### config.mk
export PLATFORM = sky130hd
export DESIGN_NAME = mdu_hilo_flat
export DESIGN_NICKNAME = d
export VERILOG_FILES = /design/src/rtl/mdu_pkg.sv /design/src/rtl/mdu_hilo_if.sv /design/src/rtl/mdu_div_step.sv /design/src/rtl/mdu_hilo.sv /design/src/flat_wrapper.sv
export SDC_FILE = /design/constraint.sdc
export NUM_CORES = 1
export LEC_CHECK = 0
export CORE_MARGIN = 2
export CORE_UTILIZATION = 54
export DETAILED_ROUTE_END_ITERATION = 10
export PLACE_DENSITY = 0.74
export RECOVER_POWER = 25
export SLEW_MARGIN = 10
export SYNTH_ARGS = -nofsm -noshare
export SYNTH_HDL_FRONTEND = slang
export SYNTH_HIERARCHICAL = 1
export SYNTH_SLANG_ARGS = --single-unit
export TNS_END_PERCENT = 30
### constraint.sdc
create_clock -name clk -period 15.28 [get_ports clk]
set_input_delay 4.584 -clock clk [delete_from_list [all_inputs] [get_ports clk]]
set_output_delay 4.584 -clock clk [all_outputs]
set_load 0.02 [all_outputs]
### src/rtl/mdu_pkg.sv
// ============================================================================
//  Module      : mdu_pkg
//  Description : Shared encodings for the multiply/divide unit: operation
//                codes (also used by the datapath opcode/funct decode) and
//                the sequencer state encoding.
//  Revision    : 1.0 - initial release
// ============================================================================
`default_nettype none

package mdu_pkg;

    // Operation codes carried on the op bus; 6 and 7 are reserved.
    typedef enum logic [2:0] {
        MDU_MULT  = 3'd0,
        MDU_MULTU = 3'd1,
        MDU_DIV   = 3'd2,
        MDU_DIVU  = 3'd3,
        MDU_MTHI  = 3'd4,
        MDU_MTLO  = 3'd5
    } mdu_op_e;

    // Sequencer states.
    typedef enum logic [2:0] {
        S_IDLE    = 3'd0,
        S_PREP    = 3'd1,
        S_MUL_RUN = 3'd2,
        S_DIV_RUN = 3'd3,
        S_FINISH  = 3'd4
    } mdu_state_e;

    // True for the four iterative operations (MULT, MULTU, DIV, DIVU).
    function automatic logic mdu_is_muldiv(input logic [2:0] op);
        return (op == MDU_MULT) || (op == MDU_MULTU) ||
               (op == MDU_DIV)  || (op == MDU_DIVU);
    endfunction

endpackage

`default_nettype wire

### src/rtl/mdu_hilo_if.sv
// ============================================================================
//  Module      : mdu_hilo_if
//  Description : Core-side bus of the multiply/divide unit. The core is the
//                master (issues operations, reads HI/LO); the MDU is the
//                slave.
//  Revision    : 1.0 - initial release
// ============================================================================
`default_nettype none

interface mdu_hilo_if #(
    parameter int WIDTH = 32
);
    logic             start;
    logic [2:0]       op;
    logic [WIDTH-1:0] rs;
    logic [WIDTH-1:0] rt;
    logic             cancel;
    logic             busy;
    logic             done;
    logic             div_by_zero;
    logic [WIDTH-1:0] hi;
    logic [WIDTH-1:0] lo;

    modport master (
        output start, op, rs, rt, cancel,
        input  busy, done, div_by_zero, hi, lo
    );

    modport slave (
        input  start, op, rs, rt, cancel,
        output busy, done, div_by_zero, hi, lo
    );
endinterface

`default_nettype wire

### src/rtl/mdu_div_step.sv
// ============================================================================
//  Module      : mdu_div_step
//  Description : One combinational restoring-division step. Shifts the next
//                dividend bit into the partial remainder, trial-subtracts the
//                divisor and restores when the subtraction would go negative.
//  Revision    : 1.0 - initial release
// ============================================================================
`default_nettype none

module mdu_div_step #(
    parameter int WIDTH = 32
) (
    input  wire logic [WIDTH-1:0] i_rem,
    input  wire logic             i_bit,
    input  wire logic [WIDTH-1:0] i_divisor,
    output logic      [WIDTH-1:0] o_rem,
    output logic                  o_q_bit
);

    logic [WIDTH:0] w_partial;
    logic [WIDTH:0] w_diff;

    // Trial subtraction; the partial remainder is one bit wider than the
    // divisor so the compare never overflows.
    always_comb begin
        w_partial = {i_rem, i_bit};
        w_diff    = w_partial - {1'b0, i_divisor};
        o_q_bit   = (w_partial >= {1'b0, i_divisor});
        o_rem     = o_q_bit ? w_diff[WIDTH-1:0] : w_partial[WIDTH-1:0];
    end

endmodule

`default_nettype wire

### src/rtl/mdu_hilo.sv
// ============================================================================
//  Module      : mdu_hilo
//  Description : Multiply/divide unit owning the HI/LO pair. Iterative
//                signed/unsigned multiply (or single-cycle when FAST_MUL=1)
//                and restoring divide on operand magnitudes with a final
//                sign-correction cycle; MTHI/MTLO write directly from IDLE.
//  Revision    : 1.0 - initial release
// ============================================================================
`default_nettype none

module mdu_hilo
    import mdu_pkg::*;
#(
    parameter int WIDTH    = 32,
    parameter int FAST_MUL = 0
) (
    input  wire logic    clk,
    input  wire logic    reset,
    mdu_hilo_if.slave    bus
);

    localparam int              CNT_W      = (WIDTH > 1) ? $clog2(WIDTH) : 1;
    localparam logic [CNT_W-1:0] c_cnt_init = CNT_W'(WIDTH - 1);
    localparam logic [CNT_W-1:0] c_cnt_one  = CNT_W'(1);

    mdu_state_e         r_state;
    logic [2:0]         r_op;
    logic [WIDTH-1:0]   r_a_raw;
    logic [WIDTH-1:0]   r_b_raw;
    logic [WIDTH-1:0]   r_a_mag;
    logic [WIDTH-1:0]   r_b_mag;
    logic               r_neg_res;
    logic               r_neg_rem;
    logic               r_dz;
    logic [CNT_W-1:0]   r_cnt;
    logic [2*WIDTH-1:0] r_acc;
    logic [WIDTH-1:0]   r_hi;
    logic [WIDTH-1:0]   r_lo;
    logic               r_busy;
    logic               r_done;
    logic               r_dbz;

    logic               w_is_mul;
    logic               w_signed;
    logic               w_a_neg;
    logic               w_b_neg;
    logic [WIDTH-1:0]   w_a_mag;
    logic [WIDTH-1:0]   w_b_mag;
    logic [WIDTH:0]     w_mul_sum;
    logic [2*WIDTH-1:0] w_mul_next;
    logic [2*WIDTH-1:0] w_div_next;
    logic [WIDTH-1:0]   w_div_rem;
    logic               w_div_q;
    logic [2*WIDTH-1:0] w_fast_prod;
    logic [2*WIDTH-1:0] w_prod;
    logic [WIDTH-1:0]   w_quo;
    logic [WIDTH-1:0]   w_rem;

    // Operand conditioning from the values captured at the accepting edge.
    always_comb begin
        w_is_mul = (r_op == MDU_MULT) || (r_op == MDU_MULTU);
        w_signed = (r_op == MDU_MULT) || (r_op == MDU_DIV);
        w_a_neg  = w_signed & r_a_raw[WIDTH-1];
        w_b_neg  = w_signed & r_b_raw[WIDTH-1];
        w_a_mag  = w_a_neg ? -r_a_raw : r_a_raw;
        w_b_mag  = w_b_neg ? -r_b_raw : r_b_raw;
    end

    // Shift-add step: the multiplier sits in the low half of the
    // accumulator and is consumed LSB first while the product grows in.
    always_comb begin
        w_mul_sum  = {1'b0, r_acc[2*WIDTH-1:WIDTH]} +
                     (r_acc[0] ? {1'b0, r_a_mag} : {(WIDTH+1){1'b0}});
        w_mul_next = {w_mul_sum, r_acc[WIDTH-1:1]};
    end

    // Division keeps remainder in the high half and the dividend/quotient
    // shift register in the low half of the same accumulator.
    mdu_div_step #(
        .WIDTH (WIDTH)
    ) u_div_step (
        .i_rem     (r_acc[2*WIDTH-1:WIDTH]),
        .i_bit     (r_acc[WIDTH-1]),
        .i_divisor (r_b_mag),
        .o_rem     (w_div_rem),
        .o_q_bit   (w_div_q)
    );

    assign w_div_next = {w_div_rem, r_acc[WIDTH-2:0], w_div_q};

    generate
        if (FAST_MUL != 0) begin : g_fast_mul
            assign w_fast_prod = {{WIDTH{1'b0}}, w_a_mag} * {{WIDTH{1'b0}}, w_b_mag};
        end else begin : g_iter_mul
            assign w_fast_prod = '0;
        end
    endgenerate

    // Sign correction applied in FINISH.
    always_comb begin
        w_prod = r_neg_res ? -r_acc : r_acc;
        w_quo  = r_neg_res ? -r_acc[WIDTH-1:0] : r_acc[WIDTH-1:0];
        w_rem  = r_neg_rem ? -r_acc[2*WIDTH-1:WIDTH] : r_acc[2*WIDTH-1:WIDTH];
    end

    // Sequencer, operand capture, iteration and HI/LO update.
    always_ff @(posedge clk or posedge reset) begin
        if (reset) begin
            r_state   <= S_IDLE;
            r_op      <= '0;
            r_a_raw   <= '0;
            r_b_raw   <= '0;
            r_a_mag   <= '0;
            r_b_mag   <= '0;
            r_neg_res <= 1'b0;
            r_neg_rem <= 1'b0;
            r_dz      <= 1'b0;
            r_cnt     <= '0;
            r_acc     <= '0;
            r_hi      <= '0;
            r_lo      <= '0;
            r_busy    <= 1'b0;
            r_done    <= 1'b0;
            r_dbz     <= 1'b0;
        end else begin
            r_done <= 1'b0;
            r_dbz  <= 1'b0;
            if (bus.cancel && (r_state != S_IDLE)) begin
                // Exception flush: abandon the operation, HI/LO untouched.
                r_state <= S_IDLE;
                r_busy  <= 1'b0;
            end else begin
                case (r_state)
                    S_IDLE: begin
                        if (bus.start && !bus.cancel) begin
                            if (mdu_is_muldiv(bus.op)) begin
                                r_op    <= bus.op;
                                r_a_raw <= bus.rs;
                                r_b_raw <= bus.rt;
                                r_state <= S_PREP;
                                r_busy  <= 1'b1;
                            end else if (bus.op == MDU_MTHI) begin
                                r_hi <= bus.rs;
                            end else if (bus.op == MDU_MTLO) begin
                                r_lo <= bus.rs;
                            end
                        end
                    end
                    S_PREP: begin
                        r_a_mag   <= w_a_mag;
                        r_b_mag   <= w_b_mag;
                        r_neg_res <= w_a_neg ^ w_b_neg;
                        r_neg_rem <= w_a_neg;
                        r_dz      <= !w_is_mul && (r_b_raw == '0);
                        r_cnt     <= c_cnt_init;
                        if (w_is_mul) begin
                            if (FAST_MUL != 0) begin
                                r_acc   <= w_fast_prod;
                                r_state <= S_FINISH;
                            end else begin
                                r_acc   <= {{WIDTH{1'b0}}, w_b_mag};
                                r_state <= S_MUL_RUN;
                            end
                        end else begin
                            r_acc   <= {{WIDTH{1'b0}}, w_a_mag};
                            r_state <= S_DIV_RUN;
                        end
                    end
                    S_MUL_RUN, S_DIV_RUN: begin
                        r_acc <= (r_state == S_MUL_RUN) ? w_mul_next : w_div_next;
                        if (r_cnt == '0) begin
                            r_state <= S_FINISH;
                        end else begin
                            r_cnt <= r_cnt - c_cnt_one;
                        end
                    end
                    S_FINISH: begin
                        if (w_is_mul) begin
                            r_hi <= w_prod[2*WIDTH-1:WIDTH];
                            r_lo <= w_prod[WIDTH-1:0];
                        end else if (r_dz) begin
                            // Divide by zero: all-ones quotient, dividend echoed in HI.
                            r_hi  <= r_a_raw;
                            r_lo  <= '1;
                            r_dbz <= 1'b1;
                        end else begin
                            r_hi <= w_rem;
                            r_lo <= w_quo;
                        end
                        r_done  <= 1'b1;
                        r_busy  <= 1'b0;
                        r_state <= S_IDLE;
                    end
                    default: begin
                        r_state <= S_IDLE;
                        r_busy  <= 1'b0;
                    end
                endcase
            end
        end
    end

    assign bus.busy        = r_busy;
    assign bus.done        = r_done;
    assign bus.div_by_zero = r_dbz;
    assign bus.hi          = r_hi;
    assign bus.lo          = r_lo;

endmodule

`default_nettype wire

### src/flat_wrapper.sv
// flat-port wrapper written by rule: the top's interface ports become plain ports
module mdu_hilo_flat import mdu_pkg::*;
#(
    parameter int WIDTH    = 32,
    parameter int FAST_MUL = 0
)
  (clk, reset, bus_start, bus_op, bus_rs, bus_rt, bus_cancel, bus_busy, bus_done, bus_div_by_zero, bus_hi, bus_lo);
  mdu_hilo_if #(.WIDTH(WIDTH)) bus_i ();
  input  wire logic clk;
  input  wire logic reset;
  input wire logic [$bits(bus_i.start)-1:0] bus_start;
  input wire logic [$bits(bus_i.op)-1:0] bus_op;
  input wire logic [$bits(bus_i.rs)-1:0] bus_rs;
  input wire logic [$bits(bus_i.rt)-1:0] bus_rt;
  input wire logic [$bits(bus_i.cancel)-1:0] bus_cancel;
  output wire logic [$bits(bus_i.busy)-1:0] bus_busy;
  output wire logic [$bits(bus_i.done)-1:0] bus_done;
  output wire logic [$bits(bus_i.div_by_zero)-1:0] bus_div_by_zero;
  output wire logic [$bits(bus_i.hi)-1:0] bus_hi;
  output wire logic [$bits(bus_i.lo)-1:0] bus_lo;
  assign bus_i.start = bus_start;
  assign bus_i.op = bus_op;
  assign bus_i.rs = bus_rs;
  assign bus_i.rt = bus_rt;
  assign bus_i.cancel = bus_cancel;
  assign bus_busy = bus_i.busy;
  assign bus_done = bus_i.done;
  assign bus_div_by_zero = bus_i.div_by_zero;
  assign bus_hi = bus_i.hi;
  assign bus_lo = bus_i.lo;
  mdu_hilo #(.WIDTH(WIDTH), .FAST_MUL(FAST_MUL)) u_core (.clk(clk), .reset(reset), .bus(bus_i));
endmodule
==> results.md <==
- DR DRC count: 0
- Core area: 35,600 um^2
- Comb power frac: 0.583
- Status: complete, but fails checks
- Main combinational cell family by area after synthesis: compound AO/OA/AOI/OAI gates
- EDFF count, synth: 0
- CTS root buf: clkbuf_16
- Global Route Usage Sum: 0.360
- HPWL Detailed: 52,200 um
- Storage cell area: 6830 um^2
- Worst EP arrival: 10.26 ns
- Sw frac: 0.501
- Synth area leaders: dfrtp_1, nand2_1, o21ai_0
- DR iter-0 viols: 2,118
- Initial antenna violation count: 3
- CTS tree: yes
- Residual overflow from global routing: 0
- Clk buf depth: 3
- XOR/XNOR Fraction of Synth Area: 0.0769
- Grt peak-use layer: met2
- Worst Tran Pin Value: 5.38 ns
- Nets: 2,611
- Placed insts: 2,895
- Seq pwr share: 0.275
- Pwr Density: 253 nW/um^2
- CTS buffer count: 31
- CTS HTree Levels: 1
- Die height: 194 um
- Met1 usage: 0.494
- Clock Sinks: 273
- Vias post-DR: 19,327
- Synth top area share: 0.351
- Synth Area in Adders: 0.0470
- Hold Buf Count CTS: 0
- Asr flop ratio synth: 1.00
- Antenna-violating nets left: 0
- Multi-input gate area: 11,800 um^2
- Die area: 37,600 um^2
- Clock Power Share: 0.142
- Met3 Track Usage GR: 0.0704
- WL/cell: 23.7 um
- Most common cell in the netlist: nand2_1
- Initial Utilization: 0.548
- Critical Path Start Type: primary input
- Site Rows: 69
- Worst path required time: 15.85 ns
- Post-synthesis mux area share: 0.0360
- Vias/cell: 6.54
- Io pins: 138
- Clock Skew: 0.0172 ns
- Synth Area in Compound Gates: 0.222
- WL final: 70,000 um
- Peak supply drop: 0.174 mV
- # setup viols final: 0
- CP Capture Type: asynchronous set/reset pin
- First-pass GRT wire length: 106,000 um
- Die W: 194 um
- Post-synth top cells: nand2_1, dfrtp_1, o21ai_0, a21oi_1
- Sequential share of the synthesized area: 0.351
- Class of the worst hold path: reg -> reg
- Final setup TNS: 0 ns
- Fmax: 103 MHz
- Crit path kind: in -> async
- Slew headroom: -2.61
- Pin count of the biggest net entering global routing: 133
- IO Port Bufs: 137
- Global routing met2 resource utilization: 0.569
- Leakage power: 9.66 nW
- Worst skew pair latency: 0.60 ns
- Final Non-Filler Cells: 2,956
- Synth Area in Simple Gates: 0.220
- Yosys warning count: 6
- # Post-CTS Setup Buffers: 0
- Failing checks: capacitance limit, slew limit
- Syn nets: 2,579
- Area leader, netlist: dfrtp_1
- Vias in the first global route: 18,023
- Post-Syn Instances: 2,436
- Final Hold Fails: 0
- Synth Cell Area: 19,500 um^2
- Max-Cap Viols: 4
- Clk pin slew, worst setup/hold paths: 0.07 ns
- Fill count: 3,176
- RSZ-0062 raised after global routing: no
- Internal: 2.79 mW
- CP max FO: 124
- Period minus WS final: 9.69 ns
- Top_reg_cell synth: dfrtp_1
- Slew Limit Fails: 394
- Synth cell types: 92
- GPL Wtd Cong: 0.986
- Area growth syn-to-layout: 13.3%
- Layout cells sized above 1: 0.0594
- Synth Area per Inst: 8.00 um^2
- Synthesis-stage register bit count: 273
- Post-CTS sizing: 0
- Net switching power: 2.80 mW
- First-pass iteration count of the detailed router: 6
- Tcrit/Tclk final: 0.634
==> area by class of cell <==
type | count | area share
inverter | 74 | 0.0126
sequential | 273 | 0.310
clock inverter | 21 | 0.0116
timing repair buffer | 158 | 0.0697
multi-input combinational | 1930 | 0.533
clock buffer | 37 | 0.0371
tap | 461 | 0.0261
antenna | 2 | 0.000227
==> logic make-up after synthesis <==
logic type	after synthesis
compound gates	702
xor+xnor	171
fa+ha+maj	72
buf+inv	233
flops	273
mux	63
simple gates	922
==> placed cells by master, fill, tap and decap left out, drive strengths merged, types with 12 or more instances in the layout <==
| master | synthesis | final |
|---|---|---|
| nand2 | 486 | 486 |
| dfrtp | 273 | 273 |
| o21ai | 246 | 246 |
| a21oi | 156 | 156 |
| nor2 | 137 | 137 |
| clkdlybuf4s50 | 0 | 135 |
| xnor2 | 99 | 99 |
| inv | 72 | 75 |
| xor2 | 72 | 72 |
| ha | 70 | 70 |
| nor3 | 58 | 58 |
| o22ai | 50 | 50 |
| and2 | 47 | 47 |
| clkbuf | 136 | 40 |
| a31oi | 34 | 34 |
| mux2i | 33 | 33 |
| nand3 | 30 | 30 |
| or3 | 30 | 30 |
| mux2 | 30 | 30 |
| o31ai | 27 | 27 |
| a21o | 27 | 27 |
| nor4 | 23 | 23 |
| nand4 | 21 | 21 |
| a22oi | 21 | 21 |
| and3 | 19 | 19 |
| buf | 23 | 18 |
| o211ai | 17 | 17 |
| a211oi | 16 | 16 |
| nand2b | 14 | 14 |
| nor2b | 13 | 13 |
| o41ai | 12 | 12 |
| a221oi | 12 | 12 |
| or4 | 12 | 12 |
==> state kept, by name, indices dropped and copies added (netlist names), 3 cells and up <==
signal	count
u_core/r_acc	64
u_core/r_op	3
u_core/r_cnt	5
u_core/bus.hi	32
u_core/r_a_raw	32
u_core/bus.lo	32
u_core/r_a_mag	32
u_core/r_state	3
u_core/r_b_raw	32
u_core/r_b_mag	32
==> through the flow <==
stage               setup WS (ns)  area [um^2]  hold slack, ns   util  total power [mW]
global placement             7.56        21000           0.454  0.590              4.62
global route                 4.52        22100           0.497  0.620              5.89
detailed placement           7.53        21000           0.456  0.590              4.68
CTS                          8.14        22100           0.472  0.620              5.48
floorplan                    3.17        19500           0.438      -              3.64
finish                       5.59        22100           0.470  0.620              5.59
==> worst max-delay path: stages <==
cell           delay (ns)
dlygate4sd3_1        0.54
clkinvlp_2           2.99
buf_4                1.10
buf_4                0.88
==> power groups by stage <==
stage	logic, mW	registers (mW)	clock network (mW)
5_1_grt	3.50	1.56	0.821
2_1_floorplan	2.25	1.38	0
3_5_place_dp	3.16	1.52	0
4_1_cts	3.17	1.51	0.794
6_report	3.26	1.54	0.790
3_3_place_gp	3.11	1.51	0
==> path summary, 6_finish.rpt <==
kind,start,end,slack (ns),cells after the start
max,reset,u_core/bus.done,5.59,4
min reg2reg,u_core/r_a_mag[25],u_core/r_a_mag[25],0.47,2
min,u_core/r_a_mag[25],u_core/r_a_mag[25],0.47,2
min in group asynchronous,reset,u_core/r_b_raw[19],6.10,2
max reg2reg,u_core/r_state[0],u_core/r_acc[17],10.02,8
max in group clk,bus_cancel,u_core/r_acc[17],6.32,7
==> per-layer routing <==
| metal | vias up | share of wire |
|---|---|---|
| li1 | 8690 | - |
| met1 | 9357 | 0.41 |
| met2 | 1054 | 0.45 |
| met3 | 224 | 0.093 |
| met4 | 2 | 0.047 |
| met5 | - | 0.00014 |
No activity file was read; power rests on OpenSTA's default activity.
